### src/rtl/lfsr_arb_pkg.sv
// Shared types and helpers for the LFSR source arbiter.
// Optional feature macro used by this slice: LFSR_ARB_PRIO0_EN.
package lfsr_arb_pkg;

  typedef enum logic [1:0] {
    IDLE,
    COLLECT,
    DONE
  } state_t;

  localparam int LFSR_W_DEF = 5;
  localparam int WORD_W_DEF = 8;
  localparam int MAX_REQ    = 8;

  // One-hot inputs only; OR-reduction keeps it cheap and priority-free.
  function automatic logic [2:0] onehot2idx(input logic [MAX_REQ-1:0] oh);
    logic [2:0] idx;
    idx = '0;
    for (int unsigned i = 0; i < MAX_REQ; i++) begin
      if (oh[i]) idx = idx | 3'(i);
    end
    return idx;
  endfunction

endpackage

### src/rtl/rr_arbiter.sv
// Combinational round-robin pick starting after last_grant.
// With LFSR_ARB_PRIO0_EN, requester 0 wins outright and 1..N-1 rotate.
module rr_arbiter
  import lfsr_arb_pkg::*;
#(
  parameter int NUM_REQ = 4,
  parameter int IDX_W   = $clog2(NUM_REQ)
) (
  input  logic [NUM_REQ-1:0] req,
  input  logic [IDX_W-1:0]   last_grant,
  output logic [NUM_REQ-1:0] pick,
  output logic [IDX_W-1:0]   pick_idx
);

  logic [IDX_W-1:0] k;
  logic             found;

  always_comb begin
    pick  = '0;
    k     = '0;
    found = 1'b0;
`ifdef LFSR_ARB_PRIO0_EN
    if (req[0]) begin
      pick[0] = 1'b1;
      found   = 1'b1;
    end
`endif
    for (int unsigned i = 0; i < NUM_REQ; i++) begin
      k = IDX_W'((32'(last_grant) + 1 + i) % NUM_REQ);
`ifdef LFSR_ARB_PRIO0_EN
      if (!found && k != '0 && req[k]) begin
`else
      if (!found && req[k]) begin
`endif
        pick[k] = 1'b1;
        found   = 1'b1;
      end
    end
  end

  assign pick_idx = IDX_W'(onehot2idx(MAX_REQ'(pick)));

endmodule

### src/rtl/lfsr_arbiter.sv
// Arbitrates the shared 5-bit LFSR among NUM_REQ requesters and serialises
// lfsr_q[0] into a WORD_W-bit word. Optional macro: LFSR_ARB_PRIO0_EN.
module lfsr_arbiter
  import lfsr_arb_pkg::*;
#(
  parameter int NUM_REQ = 4,
  parameter int LFSR_W  = LFSR_W_DEF,
  parameter int WORD_W  = WORD_W_DEF
) (
  input  logic                clk,
  input  logic                reset,
  input  logic [NUM_REQ-1:0]  req,
  input  logic [LFSR_W-1:0]   lfsr_q,
  output logic                lfsr_step,
  output logic [NUM_REQ-1:0]  grant,
  output logic [WORD_W-1:0]   word,
  output logic                word_valid,
  output logic                busy,
  output logic                lock_err
);

  localparam int IDX_W = $clog2(NUM_REQ);
  localparam int CNT_W = $clog2(WORD_W + 1);

  state_t             state, state_nxt;
  logic [NUM_REQ-1:0] pick;
  logic [IDX_W-1:0]   pick_idx;
  logic [IDX_W-1:0]   grant_idx;
  logic [IDX_W-1:0]   last_grant;
  logic [CNT_W-1:0]   cnt;
  logic [WORD_W-1:0]  shreg;
  logic [WORD_W-1:0]  shift_nxt;
  logic               granted_req;
  logic               last_bit;

  rr_arbiter #(
    .NUM_REQ (NUM_REQ),
    .IDX_W   (IDX_W)
  ) u_rr (
    .req        (req),
    .last_grant (last_grant),
    .pick       (pick),
    .pick_idx   (pick_idx)
  );

  // Partial bits live in shreg so an aborted grant leaves word untouched.
  assign shift_nxt   = WORD_W'({shreg, lfsr_q[0]});
  assign granted_req = req[grant_idx];
  assign last_bit    = (cnt == CNT_W'(WORD_W - 1));

  assign lfsr_step  = (state == COLLECT);
  assign word_valid = (state == DONE);
  assign busy       = (state != IDLE);

  always_comb begin
    state_nxt = state;
    case (state)
      IDLE:    if (|req) state_nxt = COLLECT;
      COLLECT: begin
        if (!granted_req)  state_nxt = IDLE;
        else if (last_bit) state_nxt = DONE;
      end
      DONE:    state_nxt = IDLE;
      default: state_nxt = IDLE;
    endcase
  end

  always_ff @(posedge clk) begin
    if (reset) begin
      state      <= IDLE;
      grant      <= '0;
      grant_idx  <= '0;
      last_grant <= IDX_W'(NUM_REQ - 1);
      cnt        <= '0;
      shreg      <= '0;
      word       <= '0;
      lock_err   <= 1'b0;
    end else begin
      state <= state_nxt;
      case (state)
        IDLE: begin
          if (|req) begin
            grant     <= pick;
            grant_idx <= pick_idx;
            cnt       <= '0;
          end
        end
        COLLECT: begin
          shreg <= shift_nxt;
          cnt   <= cnt + 1'b1;
          if (lfsr_q == '0) lock_err <= 1'b1;
          if (!granted_req) begin
            grant      <= '0;
            last_grant <= grant_idx;
          end else if (last_bit) begin
            word <= shift_nxt;
          end
        end
        DONE: begin
          grant      <= '0;
          last_grant <= grant_idx;
        end
        default: grant <= '0;
      endcase
    end
  end

endmodule

### config.mk
export PLATFORM = sky130hd
export DESIGN_NAME = lfsr_arbiter
export DESIGN_NICKNAME = d
export VERILOG_FILES = /design/src/rtl/lfsr_arb_pkg.sv /design/src/rtl/rr_arbiter.sv /design/src/rtl/lfsr_arbiter.sv
export SDC_FILE = /design/constraint.sdc
export NUM_CORES = 1
export LEC_CHECK = 0
export BUFFER_PORTS_ARGS = -buffer_cell sky130_fd_sc_hd__buf_4
export CORE_MARGIN = 1
export CORE_UTILIZATION = 35
export DETAILED_ROUTE_END_ITERATION = 10
export MAX_ROUTING_LAYER = met4
export SYNTH_ARGS = -nofsm -noshare
export SYNTH_HDL_FRONTEND = slang
export SYNTH_HIERARCHICAL = 1
export SYNTH_SLANG_ARGS = --single-unit
### constraint.sdc
create_clock -name clk -period 2.7 [get_ports clk]
set_input_delay 0.135 -clock clk [delete_from_list [all_inputs] [get_ports clk]]
set_output_delay 0.135 -clock clk [all_outputs]
set_load 0.01 [all_outputs]
==> run_results.csv <==
group,metric,value,unit
run_status,status,"finished clean",
synth,synth_top_area_share,32.6,%
clock_network,cts.path.max_buffers,2,
critical_path,required,2.88,ns
floorplanning,rows,26,
global_route,grt_pass1_wl,6500,um
hold_path,min-delay-start,"lfsr_q[0]",
sta,final-setup-viol-count,0,
sta,slew_headroom,58.1,%
placement,dp_cells,300,
drt,routed_wl,3870,um
power_and_ir_drop,p_int,1.21,mW
sta,finClkSkew,0.00568,ns
hold_path,hp-class,"in2reg",
final_layout,layout_commonest_cell,"dfxtp_1",
sta,slew_violations,0,
critical_path,critical_path.slowest_cell,"or4bb_2",
final_layout,area_growth,19.7,%
clock_network,h-tree-depth,2,
floorplanning,fp.dieH,74.5,um
critical_path,timing.rr.start,"last_grant[0]$_SDFFE_PP1P_",
drt,wl_per_cell,12.6,um
synth,avgSynthCellArea,8.72,um^2
final_layout,num_antenna_cells,0,
global_route,antenna_found_initial,0,
synth,synthFlopType,"dfxtp_1",
critical_path,crit_path_frequent_cell,"inv_1",
floorplanning,die_w,74.5,um
sta,hold_viol_final,0,
drt,via_count,1589,
global_route,grt_pass1_vias,1432,
final_layout,utilization,43.4,%
power_and_ir_drop,power.leakage,0.908,nW
synth,ys_types,51,
synth,synth_xor_area_share,0,%
critical_path,worstSetupEndpointType,"flop",
final_layout,mostFrequentLayoutCells,"dfxtp_1 (30), buf_4 (29), nand2_1 (23), inv_1 (18), nor2_1 (14)",
clock_network,cts_root_buffer,"clkbuf_8",
drt,antenna_left,0,
sta,period_needed,2.41,ns
sta,fmax,414,MHz
floorplanning,initial_core_util,36.3,%
flow_run,maxCapViolations,0,
sta,worst_pin_slew,0.623,ns
synth,ys_async_sr_fraction,0,%
synth,synthSimpleGateAreaFrac,21.5,%
clock_network,cts.sinks,30,
power_and_ir_drop,max-vdd-ir-drop,0.286,mV
critical_path,worst-path-max-fanout,7,
sta,timing.setup.tns,0,ns
synth,synthCells,211,
clock_network,clock_latency,0.28,ns
placement,dp_hpwl,2780,um
synth,yosys.area.top_type,"dfxtp_1",
power_and_ir_drop,swShare,36.8,%
floorplanning,io_pins,27,
synth,ys_seq_area_share,32.6,%
floorplanning,die_area,5550,um^2
synth,synth_top_family_by_area,"simple AND/OR/NAND/NOR gates",
placement,place_congestion,0.856,
synth,syn_area,1840,um^2
drt,post-route-drc-count,0,
final_layout,drive_above_1_share,21.9,%
power_and_ir_drop,p_comb_share,46.5,%
sta,fin_crit_sh,89.4,%
synth,synth_nets,233,
clock_network,cts_resized,0,
synth,synth_warnings,6,
drt,vias_per_cell,5.18,
critical_path,max_stage_delay,0.62,ns
clock_network,cts_tree,"done",
power_and_ir_drop,p_seq_share,29.5,%
clock_network,postCtsSetupRepairBufs,0,
critical_path,arrival,2.60,ns
clock_network,cts_inserted_buffers,5,
power_and_ir_drop,p_sw,705,uW
synth,synth.area.mux_share,10.5,%
final_layout,fin_nets,259,
global_route,grt_max_degree,26,
sta,rsz0062_at_grt,"no",
synth,synth_area_leaders,"dfxtp_1 (33%), ha_1 (7.5%), mux2i_1 (6.0%)",
drt,drt-initial-drc-count,80,
final_layout,fin_cells,307,
synth,synth_enable_flop_cells,0,
synth,synth_adder_area_share,7.48,%
critical_path,start_kind,"flop",
critical_path,crit_type,"reg2reg",
global_route,grt_usage,15.7,%
floorplanning,core,5070,um^2
placement,place_area,2090,um^2
global_route,overflow,0,
final_layout,finalInstanceArea,2200,um^2
clock_network,path_clk_slew,0.06,ns
critical_path,startpoint,"last_grant[0]$_SDFFE_PP1P_",
clock_network,hold_buffers,0,
critical_path,crit_chain,"inv_1 > ha_1 > or4bb_2 > a31oi_1 > o21ai_0 > and4_4 > inv_1 > nand2_1 > o32ai_1",
drt,firstDrtPassIters,4,
power_and_ir_drop,p_per_area,869,nW/um^2
synth,ys_ff_latch,30,
placement,portBuffers,26,
power_and_ir_drop,clock_power_share,23.9,%
synth,synth_compound_gate_area_share,21.1,%
==> power by group through the flow <==
stage / sequential (mW) / clock (mW) / combinational, mW
global placement: 0.575 / 0 / 0.888
detailed placement: 0.576 / 0 / 0.886
finish: 0.566 / 0.458 / 0.891
CTS: 0.567 / 0.475 / 0.891
global route: 0.579 / 0.488 / 0.989
floorplan: 0.574 / 0 / 0.688
==> stage by stage <==
step | hold WS [ns] | setup WS [ns] | total power [mW]
6_report | 0.0872 | 0.285 | 1.92
5_1_grt | 0.0892 | 0.0614 | 2.06
4_1_cts | 0.0813 | 0.286 | 1.93
3_5_place_dp | 0.378 | 0.312 | 1.46
3_3_place_gp | 0.377 | 0.393 | 1.46
2_1_floorplan | 0.269 | 0.376 | 1.26
==> cell usage after synthesis (3+ instances only) <==
| library cell | number |
|---|---|
| nand3_1 | 4 |
| dfxtp_1 | 30 |
| nor4_1 | 4 |
| ha_1 | 11 |
| inv_1 | 18 |
| o32ai_1 | 6 |
| a21oi_1 | 12 |
| nand2b_1 | 4 |
| clkbuf_1 | 5 |
| nand2_1 | 23 |
| nor2_1 | 14 |
| a31oi_1 | 4 |
| o21ai_0 | 10 |
| a31o_1 | 8 |
| a211oi_1 | 3 |
| mux2i_1 | 11 |
==> cells by family (layout without fill, tap and decap cells) <==
logic type | count (synthesis) | count (layout)
AOI/OAI and AO/OA | 55 | 55
adders and majority gates | 11 | 11
buffers and inverters | 29 | 55
DFF | 30 | 30
muxes | 16 | 16
and+or+nand+nor | 70 | 70
==> metal layers <==
| layer | up-vias | global-route usage [%] | share of wire, % |
|---|---|---|---|
| li1 | 815 | - | - |
| met1 | 735 | 19.5 | 50 |
| met2 | 31 | 24.5 | 45 |
| met3 | 8 | 3.66 | 3.3 |
| met4 | 0 | 6.29 | 1.6 |
| met5 | - | - | 0 |
==> layout make-up <==
type                       count  area, um^2
sequential                    30         601
timing repair buffer          29         218
clock inverter                 1        30.0
multi-input combinational    152        1110
clock buffer                   6        82.6
tap                           70        87.6
inverter                      19        71.3
fill                         531        2870
==> worst paths after layout <==
kind | to | slack, ns | cells past startpoint
max | grant[3]$_SDFFE_PP0P_ | 0.29 | 9
min | word[0]$_SDFFE_PP0P_ | 0.09 | 2
max reg2reg | grant[3]$_SDFFE_PP0P_ | 0.29 | 9
min reg2reg | grant[0]$_SDFFE_PP0P_ | 0.47 | 2
==> sequential cells by signal, summed over array words and instances (netlist names) <==
register    count
word            8
shreg           7
cnt             4
grant           4
grant_idx       2
last_grant      2
state           2
lock_err        1
==> critical path, delay by kind of cell, from the launching register on <==
family,cells,cell delay (ns)
and+or+nand+nor,3,0.84
adders and majority gates,1,0.40
buffers and inverters,2,0.18
AOI/OAI and AO/OA,3,0.44
DFF,1,0.45
No activity file was read; power rests on OpenSTA's default activity.
